--- src/rtl/io_port_hub_pkg.sv ---
// Shared helpers for the IO port hub: pointer sizing and packed-bus channel slicing.
package io_port_hub_pkg;

  function automatic int ptr_width(input int depth);
    return (depth > 1) ? $clog2(depth) : 1;
  endfunction

  function automatic int chan_lsb(input int chan, input int width);
    return chan * width;
  endfunction

endpackage

--- src/rtl/io_fifo.sv ---
// Single-clock first-word-fall-through FIFO; rdata always shows the head word.
module io_fifo
  import io_port_hub_pkg::*;
#(
  parameter int NUBITS = 16,
  parameter int FDEPTH = 4
) (
  input  logic                    clk,
  input  logic                    rst,
  input  logic                    push,
  input  logic                    pop,
  input  logic [NUBITS-1:0]       wdata,
  output logic [NUBITS-1:0]       rdata,
  output logic                    full,
  output logic                    empty,
  output logic [$clog2(FDEPTH):0] count
);

  localparam int PW = ptr_width(FDEPTH);
  localparam logic [PW:0] FULL_CNT = (PW+1)'(FDEPTH);

  logic [NUBITS-1:0] mem_q [FDEPTH];
  logic [PW-1:0]     wr_ptr_q, wr_ptr_d;
  logic [PW-1:0]     rd_ptr_q, rd_ptr_d;
  logic [PW:0]       count_q, count_d;
  logic              do_push, do_pop;

  assign full    = (count_q == FULL_CNT);
  assign empty   = (count_q == '0);
  assign count   = count_q;
  assign rdata   = mem_q[rd_ptr_q];
  assign do_push = push & ~full;
  assign do_pop  = pop & ~empty;

  always_comb begin
    // NOTE: every always_comb output gets a default first so no path can infer a latch.
    wr_ptr_d = wr_ptr_q;
    rd_ptr_d = rd_ptr_q;
    count_d  = count_q;
    if (do_push) wr_ptr_d = wr_ptr_q + PW'(1);
    if (do_pop)  rd_ptr_d = rd_ptr_q + PW'(1);
    unique case ({do_push, do_pop})
      2'b10:   count_d = count_q + (PW+1)'(1);
      2'b01:   count_d = count_q - (PW+1)'(1);
      default: count_d = count_q;
    endcase
  end

  // NOTE: sequential state uses non-blocking assignments so all flops update together at the edge.
  always_ff @(posedge clk) begin
    if (!rst) begin
      wr_ptr_q <= '0;
      rd_ptr_q <= '0;
      count_q  <= '0;
    end else begin
      wr_ptr_q <= wr_ptr_d;
      rd_ptr_q <= rd_ptr_d;
      count_q  <= count_d;
    end
  end

  // NOTE: storage is deliberately not reset; the pointers and count decide what is valid.
  always_ff @(posedge clk) begin
    if (do_push) mem_q[wr_ptr_q] <= wdata;
  end

endmodule

--- src/rtl/io_port_hub.sv ---
// Processor IO hub: buffered producer input channels and single-register output channels.
module io_port_hub
  import io_port_hub_pkg::*;
#(
  parameter int                 NUBITS = 16,
  parameter int                 NUIOIN = 2,
  parameter int                 NUIOOU = 2,
  parameter int                 FDEPTH = 4,
  parameter logic [NUIOIN-1:0]  ITRMSK = '1
) (
  input  logic                       clk,
  input  logic                       rst,
  output logic [NUBITS-1:0]          io_in,
  input  logic [$clog2(NUIOIN)-1:0]  addr_in,
  input  logic                       req_in,
  input  logic [NUBITS-1:0]          io_out,
  input  logic [$clog2(NUIOOU)-1:0]  addr_out,
  input  logic                       out_en,
  output logic                       itr,
  input  logic [NUIOIN*NUBITS-1:0]   in_data,
  input  logic [NUIOIN-1:0]          in_valid,
  output logic [NUIOIN-1:0]          in_ready,
  output logic [NUIOOU*NUBITS-1:0]   out_data,
  output logic [NUIOOU-1:0]          out_valid,
  input  logic [NUIOOU-1:0]          out_ready,
  output logic                       err_udf,
  output logic                       err_ovr
);

  localparam int AIW = $clog2(NUIOIN);
  localparam int AOW = $clog2(NUIOOU);
  localparam int CW  = $clog2(FDEPTH) + 1;

  logic [NUBITS-1:0] fifo_rdata [NUIOIN];
  logic [CW-1:0]     fifo_count [NUIOIN];
  logic [NUIOIN-1:0] fifo_full, fifo_empty, fifo_push, fifo_pop, fill_edge;

  logic [NUBITS-1:0] out_data_q [NUIOOU];
  logic [NUBITS-1:0] out_data_d [NUIOOU];
  logic [NUIOOU-1:0] out_valid_q, out_valid_d;
  logic              itr_q, itr_d;
  logic              err_udf_q, err_udf_d;
  logic              err_ovr_q, err_ovr_d;
  logic              rd_ok, wr_hit, ovr_set;

  for (genvar k = 0; k < NUIOIN; k++) begin : g_in
    // Ready is held low while reset is asserted so no producer word is accepted then.
    assign in_ready[k]  = rst & ~fifo_full[k];
    assign fifo_push[k] = in_valid[k] & in_ready[k];

    io_fifo #(
      .NUBITS (NUBITS),
      .FDEPTH (FDEPTH)
    ) u_fifo (
      .clk   (clk),
      .rst   (rst),
      .push  (fifo_push[k]),
      .pop   (fifo_pop[k]),
      .wdata (in_data[chan_lsb(k, NUBITS) +: NUBITS]),
      .rdata (fifo_rdata[k]),
      .full  (fifo_full[k]),
      .empty (fifo_empty[k]),
      .count (fifo_count[k])
    );
  end

  for (genvar j = 0; j < NUIOOU; j++) begin : g_out
    assign out_data[chan_lsb(j, NUBITS) +: NUBITS] = out_data_q[j];
  end

  // Read side: a read of an empty or nonexistent channel returns zero and flags underflow.
  always_comb begin
    io_in     = '0;
    fifo_pop  = '0;
    fill_edge = '0;
    rd_ok     = 1'b0;
    for (int k = 0; k < NUIOIN; k++) begin
      fill_edge[k] = fifo_push[k] & (fifo_count[k] == '0);
      if (addr_in == AIW'(k) && !fifo_empty[k]) begin
        io_in       = fifo_rdata[k];
        fifo_pop[k] = req_in;
        rd_ok       = 1'b1;
      end
    end
    err_udf_d = err_udf_q | (req_in & ~rd_ok);
    itr_d     = |(fill_edge & ITRMSK);
  end

  // Write side: a new write always wins over a same-cycle consumer handshake.
  always_comb begin
    out_data_d  = out_data_q;
    out_valid_d = out_valid_q;
    wr_hit      = 1'b0;
    ovr_set     = 1'b0;
    for (int j = 0; j < NUIOOU; j++) begin
      if (out_en && addr_out == AOW'(j)) begin
        wr_hit         = 1'b1;
        ovr_set        = out_valid_q[j] & ~out_ready[j];
        out_data_d[j]  = io_out;
        out_valid_d[j] = 1'b1;
      end else if (out_valid_q[j] && out_ready[j]) begin
        out_valid_d[j] = 1'b0;
      end
    end
    if (out_en && !wr_hit) ovr_set = 1'b1;
    err_ovr_d = err_ovr_q | ovr_set;
  end

  always_ff @(posedge clk) begin
    if (!rst) begin
      for (int j = 0; j < NUIOOU; j++) out_data_q[j] <= '0;
      out_valid_q <= '0;
      itr_q       <= 1'b0;
      err_udf_q   <= 1'b0;
      err_ovr_q   <= 1'b0;
    end else begin
      out_data_q  <= out_data_d;
      out_valid_q <= out_valid_d;
      itr_q       <= itr_d;
      err_udf_q   <= err_udf_d;
      err_ovr_q   <= err_ovr_d;
    end
  end

  assign out_valid = out_valid_q;
  assign itr       = itr_q;
  assign err_udf   = err_udf_q;
  assign err_ovr   = err_ovr_q;

endmodule

--- config.mk ---
export PLATFORM = sky130hd
export DESIGN_NAME = io_port_hub
export DESIGN_NICKNAME = d
export VERILOG_FILES = /design/src/rtl/io_port_hub_pkg.sv /design/src/rtl/io_fifo.sv /design/src/rtl/io_port_hub.sv
export SDC_FILE = /design/constraint.sdc
export NUM_CORES = 1
export LEC_CHECK = 0
export BUFFER_PORTS_ARGS = -buffer_cell sky130_fd_sc_hd__clkbuf_2
export CORE_AREA = 2 2 124 114
export DETAILED_ROUTE_END_ITERATION = 10
export DIE_AREA = 0 0 126 116
export PLACE_DENSITY = 0.79
export SYNTH_ARGS = -nofsm -noshare
export SYNTH_HDL_FRONTEND = slang
export SYNTH_SLANG_ARGS = --single-unit
--- constraint.sdc ---
create_clock -name clk -period 4.3 [get_ports clk]
set_clock_uncertainty 0.2 [all_clocks]
set_input_delay 0.645 -clock clk [delete_from_list [all_inputs] [get_ports clk]]
set_output_delay 0.645 -clock clk [all_outputs]
set_load 0.02 [all_outputs]
# After elaboration in Yosys (flattened, before gate mapping)
# Memory sizes are Yosys's and may differ from the RTL's. A register that Yosys moved wholly into a read port is not among the register bits.
# Cells that the tools add are included.
# word_totals
n_memories	2
ram_bits	128
input_bits	58
ff_bits	51
out_inout_bits	55
# mem_list
memory	depth	width	rd	rd_ports_with_merged_regs	write_ports	line_no	rtl
g_in[0].u_fifo.mem_q	4	16	1	1	1	io_fifo.sv:22	logic [NUBITS-1:0] mem_q [FDEPTH];
g_in[1].u_fifo.mem_q	4	16	1	1	1	io_fifo.sv:22	
# classes
n_eq_ne	6
mux	25
n_bitwise	24
n_addsub	8
n_reduce_logical	17
# op_table
operator	n
$mux W16	2
$mux W1	17
$and A1 B1 Y1	13
$pmux W3 S2	2
$not A1 Y1	9
$add A2 B1 Y2 const B	4
$mux W2	4
$reduce_bool A2 Y1	4
$logic_and A1 B1 Y1	7
$add A3 B1 Y3 const B	2
$eq A3 B3 Y1 const B	2
$logic_not A3 Y1	2
$sub A3 B1 Y3 const B	2
$eq A2 B1 Y1 const B	2
$eq A2 B2 Y1 const B	2
$logic_not A1 Y1	3
$or A1 B1 Y1	2
$reduce_or A2 Y1	1

# Longest topological paths before layout
# logic_depth
ltp_word	8
ltp_mapped	9
depth_no_buf	9

# By module
# Synthesis repeated with hierarchy kept, for this count alone.
# unflattened
cells_unflattened	462
area_unflattened_um2	7335.8
# by_module_without_submodules
module	instances	cells_each	seq_area_each_um2	area_each_um2
io_fifo	2	138	2102.0	2817.7
io_port_hub	1	186	740.7	1700.4

# Least setup slack after synthesis
# OpenSTA, ideal clock, no wires.
# synth_path
kind	input -> register
start	input addr_in
end	register g_in[0].u_fifo.count_q[2]
t_arrival_ns	2.261
cell_stages	7
setup_time_ns	0.070
slack_ns	1.769
path_cell_list	nor3b_1 -> ha_1 -> inv_1 -> fa_1 -> xor2_1 -> or3_1 -> a21oi_1
# synth_via
elab_chain_len	6
elab_cells_between_ends	8
# synth_lines
item	line_no	rtl
from (decl)	io_port_hub.sv:14	input logic [$clog2(NUIOIN)-1:0] addr_in,
$not A1 Y1 (*)	io_port_hub.sv:79	if (addr_in == AIW'(k) && !fifo_empty[k]) begin
$logic_and A1 B1 Y1 (*)	io_port_hub.sv:79	
$mux W1 (*)	io_port_hub.sv:79	
$and A1 B1 Y1 (*)	io_fifo.sv:33	assign do_pop = pop & ~empty;
$eq A2 B1 Y1 or $eq A2 B2 Y1 (tied branches)	io_fifo.sv:42	unique case ({do_push, do_pop})
$pmux W3 S2 or $reduce_bool A2 Y1 (tied branches)	--	
to (signal assigned)	io_fifo.sv:58	count_q <= count_d;
to (decl)	io_fifo.sv:25	logic [PW:0] count_q, count_d;
# Mark *: on every way between the ends. The rest lies on a longest branch, timed or not.
# A chain may end at the register's enable or synchronous reset.

==> results.py <==
metrics = {
    "critical_path": {
        "end_kind": "output pin",
        "crit_required_ns": 3.45,
        "cp_max_fo": 16,
        "crit_arrival_ns": 2.43,
        "path_class": "flip-flop to output pin",
        "worst_setup_path_start_kind": "flip-flop",
    },
    "placed_design": {
        "place_area_um2": 7760,
        "numPortBuffers": 112,
        "dpl.hpwl_um": 9730,
        "dp_slack_ns": 1.41,
        "globalplace.congestion": 0.779,
    },
    "cells_and_area": {
        "synthToLayoutAreaGrowth_pct": 16.5,
        "drive_gt1_frac": 0.277,
        "post-route-cell-area_um2": 8340,
        "nFillCells": 947,
        "fin_nets": 632,
        "antenna_cells": 0,
    },
    "clock_network": {
        "clock_latency_ns": 0.43,
        "clk_pin_slew_ns": 0.07,
        "numCtsBuffers": 17,
        "holdBufCountCts": 0,
        "cts.path.max_buffers": 2,
        "htreeDepth": 4,
        "cts.sinks": 183,
        "post_cts_resized": 0,
        "cts_root_buf": "clkbuf_16",
        "cts_setup_buffers": 0,
        "tritoncts": "built",
    },
    "sta": {
        "slew_headroom": 0.263,
        "post-route-min-period_ns": 3.28,
        "rsz0062_at_grt": "false",
        "finalSetupTns_ns": 0,
        "slew_viol_final": 0,
        "hold_violations": 0,
        "fin_ws_ns": 1.02,
        "setup_viol": 0,
        "post-route-period-util": 0.763,
        "fmax_ghz": 0.305,
        "worst_pin_slew_ns": 1.10,
    },
    "route": {
        "drt_iter0_markers": 365,
        "routed_wl_um": 14700,
        "ant_nets": 0,
        "via_per_inst": 5.59,
        "wl_per_cell_um": 19.8,
        "drc": 0,
        "drtPass1Iterations": 5,
        "via_count": 4156,
    },
    "synth": {
        "synth.avg_cell_area_um2": 15.8,
        "synth-compound-area-share": 0.0629,
        "synth_mux_area_frac": 0.120,
        "ys_seq_area_frac": 0.691,
        "synth_area_leaders": "edfxtp_1 (54%), dfxtp_1 (15%), mux4_1 (7.3%)",
        "yosysUniqueCellTypes": 39,
        "netlist_area_um2": 7160,
        "synth-adder-area-share": 0.0231,
        "yosys.area.top_type_share": 0.537,
        "synthXorXnorAreaFrac": 0.00612,
        "synth_top_family_by_area": "multiplexers",
        "synth_seq_cells": 183,
        "syn_nets": 522,
        "syn_inst": 452,
        "yosys.area_share.simple": 0.0635,
        "ys_warn_count": 0,
        "synth_top_area_cell": "edfxtp_1",
    },
    "global_routing": {
        "grt_pass1_wl_um": 22300,
        "gr-total-overflow": 0,
        "grt_pass1_vias": 4075,
        "grt.total_usage": 0.208,
        "antenna_found_initial": 0,
        "grt_max_degree": 47,
    },
    "die": {
        "core_area_um2": 13200,
        "initial_core_util": 0.542,
        "die_w_um": 126,
        "die_height_um": 116,
        "design.die.area_um2": 14600,
        "rows": 40,
        "io_pins": 113,
    },
    "hold_path": {
        "hp-class": "input port to flip-flop",
    },
    "power_and_ir_drop": {
        "leakagePower_nw": 3.07,
        "powerDensity_nw_per_um2": 469,
        "peakVddDrop_uv": 290,
    },
    "job": {
        "drv_cap": 0,
    },
    "outcome": {
        "status": "completed",
    },
}
[routing by layer]
metal / wire length, µm / track usage / vias up
met5: 0 / 0 / -
met4: 261 / 0.0777 / 0
met3: 798 / 0.0609 / 22
met2: 7360 / 0.339 / 120
met1: 6310 / 0.269 / 2093
li1: - / - / 1921
[metrics by stage]
step,util,hold slack [ns],power (mW),cells
6_report,0.631,0.230,3.91,743
5_1_grt,0.631,0.222,4.03,743
4_1_cts,0.631,0.221,3.93,743
3_5_place_dp,0.588,0.246,2.44,711
3_3_place_gp,0.588,0.241,2.42,711
2_1_floorplan,-,0.259,2.30,452
[layout by cell type, fill, tap and decap left out, types with 2 or more instances in the layout]
master	Yosys	routed
nand2b_1	4	4
nand2_1	72	72
mux4_2	12	12
bufinv_16	0	2
or3_1	4	4
a21oi_1	41	41
o311a_1	2	2
inv_6	0	2
dfxtp_1	55	55
nor2_1	9	9
clkbuf_1	6	2
clkbuf_16	0	17
ha_1	10	10
fa_1	2	2
edfxtp_1	128	128
mux4_1	20	20
mux2i_1	6	6
and2_1	9	9
clkinv_2	0	3
clkbuf_2	0	112
xor2_1	4	4
a22o_1	16	16
o21ai_0	4	4
inv_1	18	18
clkinv_4	0	2
[state kept, by name, indices dropped and copies added, names as in the netlist, named ones only]
signal,count
err_ovr,1
err_udf,1
g_in.u_fifo.wr_ptr_q,4
itr,1
g_in.u_fifo.count,6
out_data,32
out_valid,2
g_in.u_fifo.mem_q,128
g_in.u_fifo.rd_ptr_q,4
[synth_stat cells (all sizes together)]
master	instances
nor2b	1
o22ai	1
o311a	2
o311ai	1
nand2	72
and2	9
inv	19
a22o	16
xor2	4
o31ai	1
xnor2	1
edfxtp	128
a21boi	1
a32o	1
fa	2
o21a	1
dfxtp	55
a21oi	41
nor3b	1
a31oi	1
nor2	10
or3	4
mux4	32
ha	10
o21ai	4
nand2b	4
nor3	1
nand3b	1
buf	12
clkbuf	10
mux2i	6
[kinds of logic after synthesis]
logic type | count (synthesis)
flip-flops | 183
AND/OR/NAND/NOR | 103
AO/OA/AOI/OAI | 70
buffers and inverters | 41
multiplexers | 38
adder cells (fa/ha/maj) | 12
XOR/XNOR | 5
[cell type report]
class                           instances  area (µm²)  share of cell area
Clock buffer                           20         447              0.0536
Clock inverter                         12         126              0.0152
Inverter                               19        71.3             0.00855
Multi-Input combinational cell        228        1970               0.236
Sequential cell                       183        4940               0.593
Tap cell                              168         210              0.0252
Timing Repair Buffer                  113         568              0.0681
[critical path, stage by stage (launching register included)]
cell,delay [ns]
dfxtp_1,0.90
mux4_1,0.74
a22o_1,0.22
clkbuf_2,0.15
[worst paths after layout]
check	startpoint	cells past startpoint	to	slack [ns]
min	in_data[30]	1	g_in[1].u_fifo.mem_q[2][14]$_DFFE_PP_	0.23
min reg2reg	out_data[23]$_SDFFE_PN0P_	2	out_data[23]$_SDFFE_PN0P_	0.26
max	flip-flop	3	io_in[3]	1.02
max reg2reg	g_in[0].u_fifo.count[0]$_SDFFE_PN0P_	8	g_in[0].u_fifo.count[2]$_SDFFE_PN0P_	1.61
[where the power goes]
| part | switching [mW] | internal [mW] | total (mW) |
|---|---|---|---|
| Clock | 0.638 | 0.869 | 1.51 |
| Combinational | 0.238 | 0.153 | 0.391 |
| Sequential | 0.0483 | 1.96 | 2.01 |
| Total | 0.925 | 2.99 | 3.91 |
Note: power is estimated with default switching activity, not from simulation.
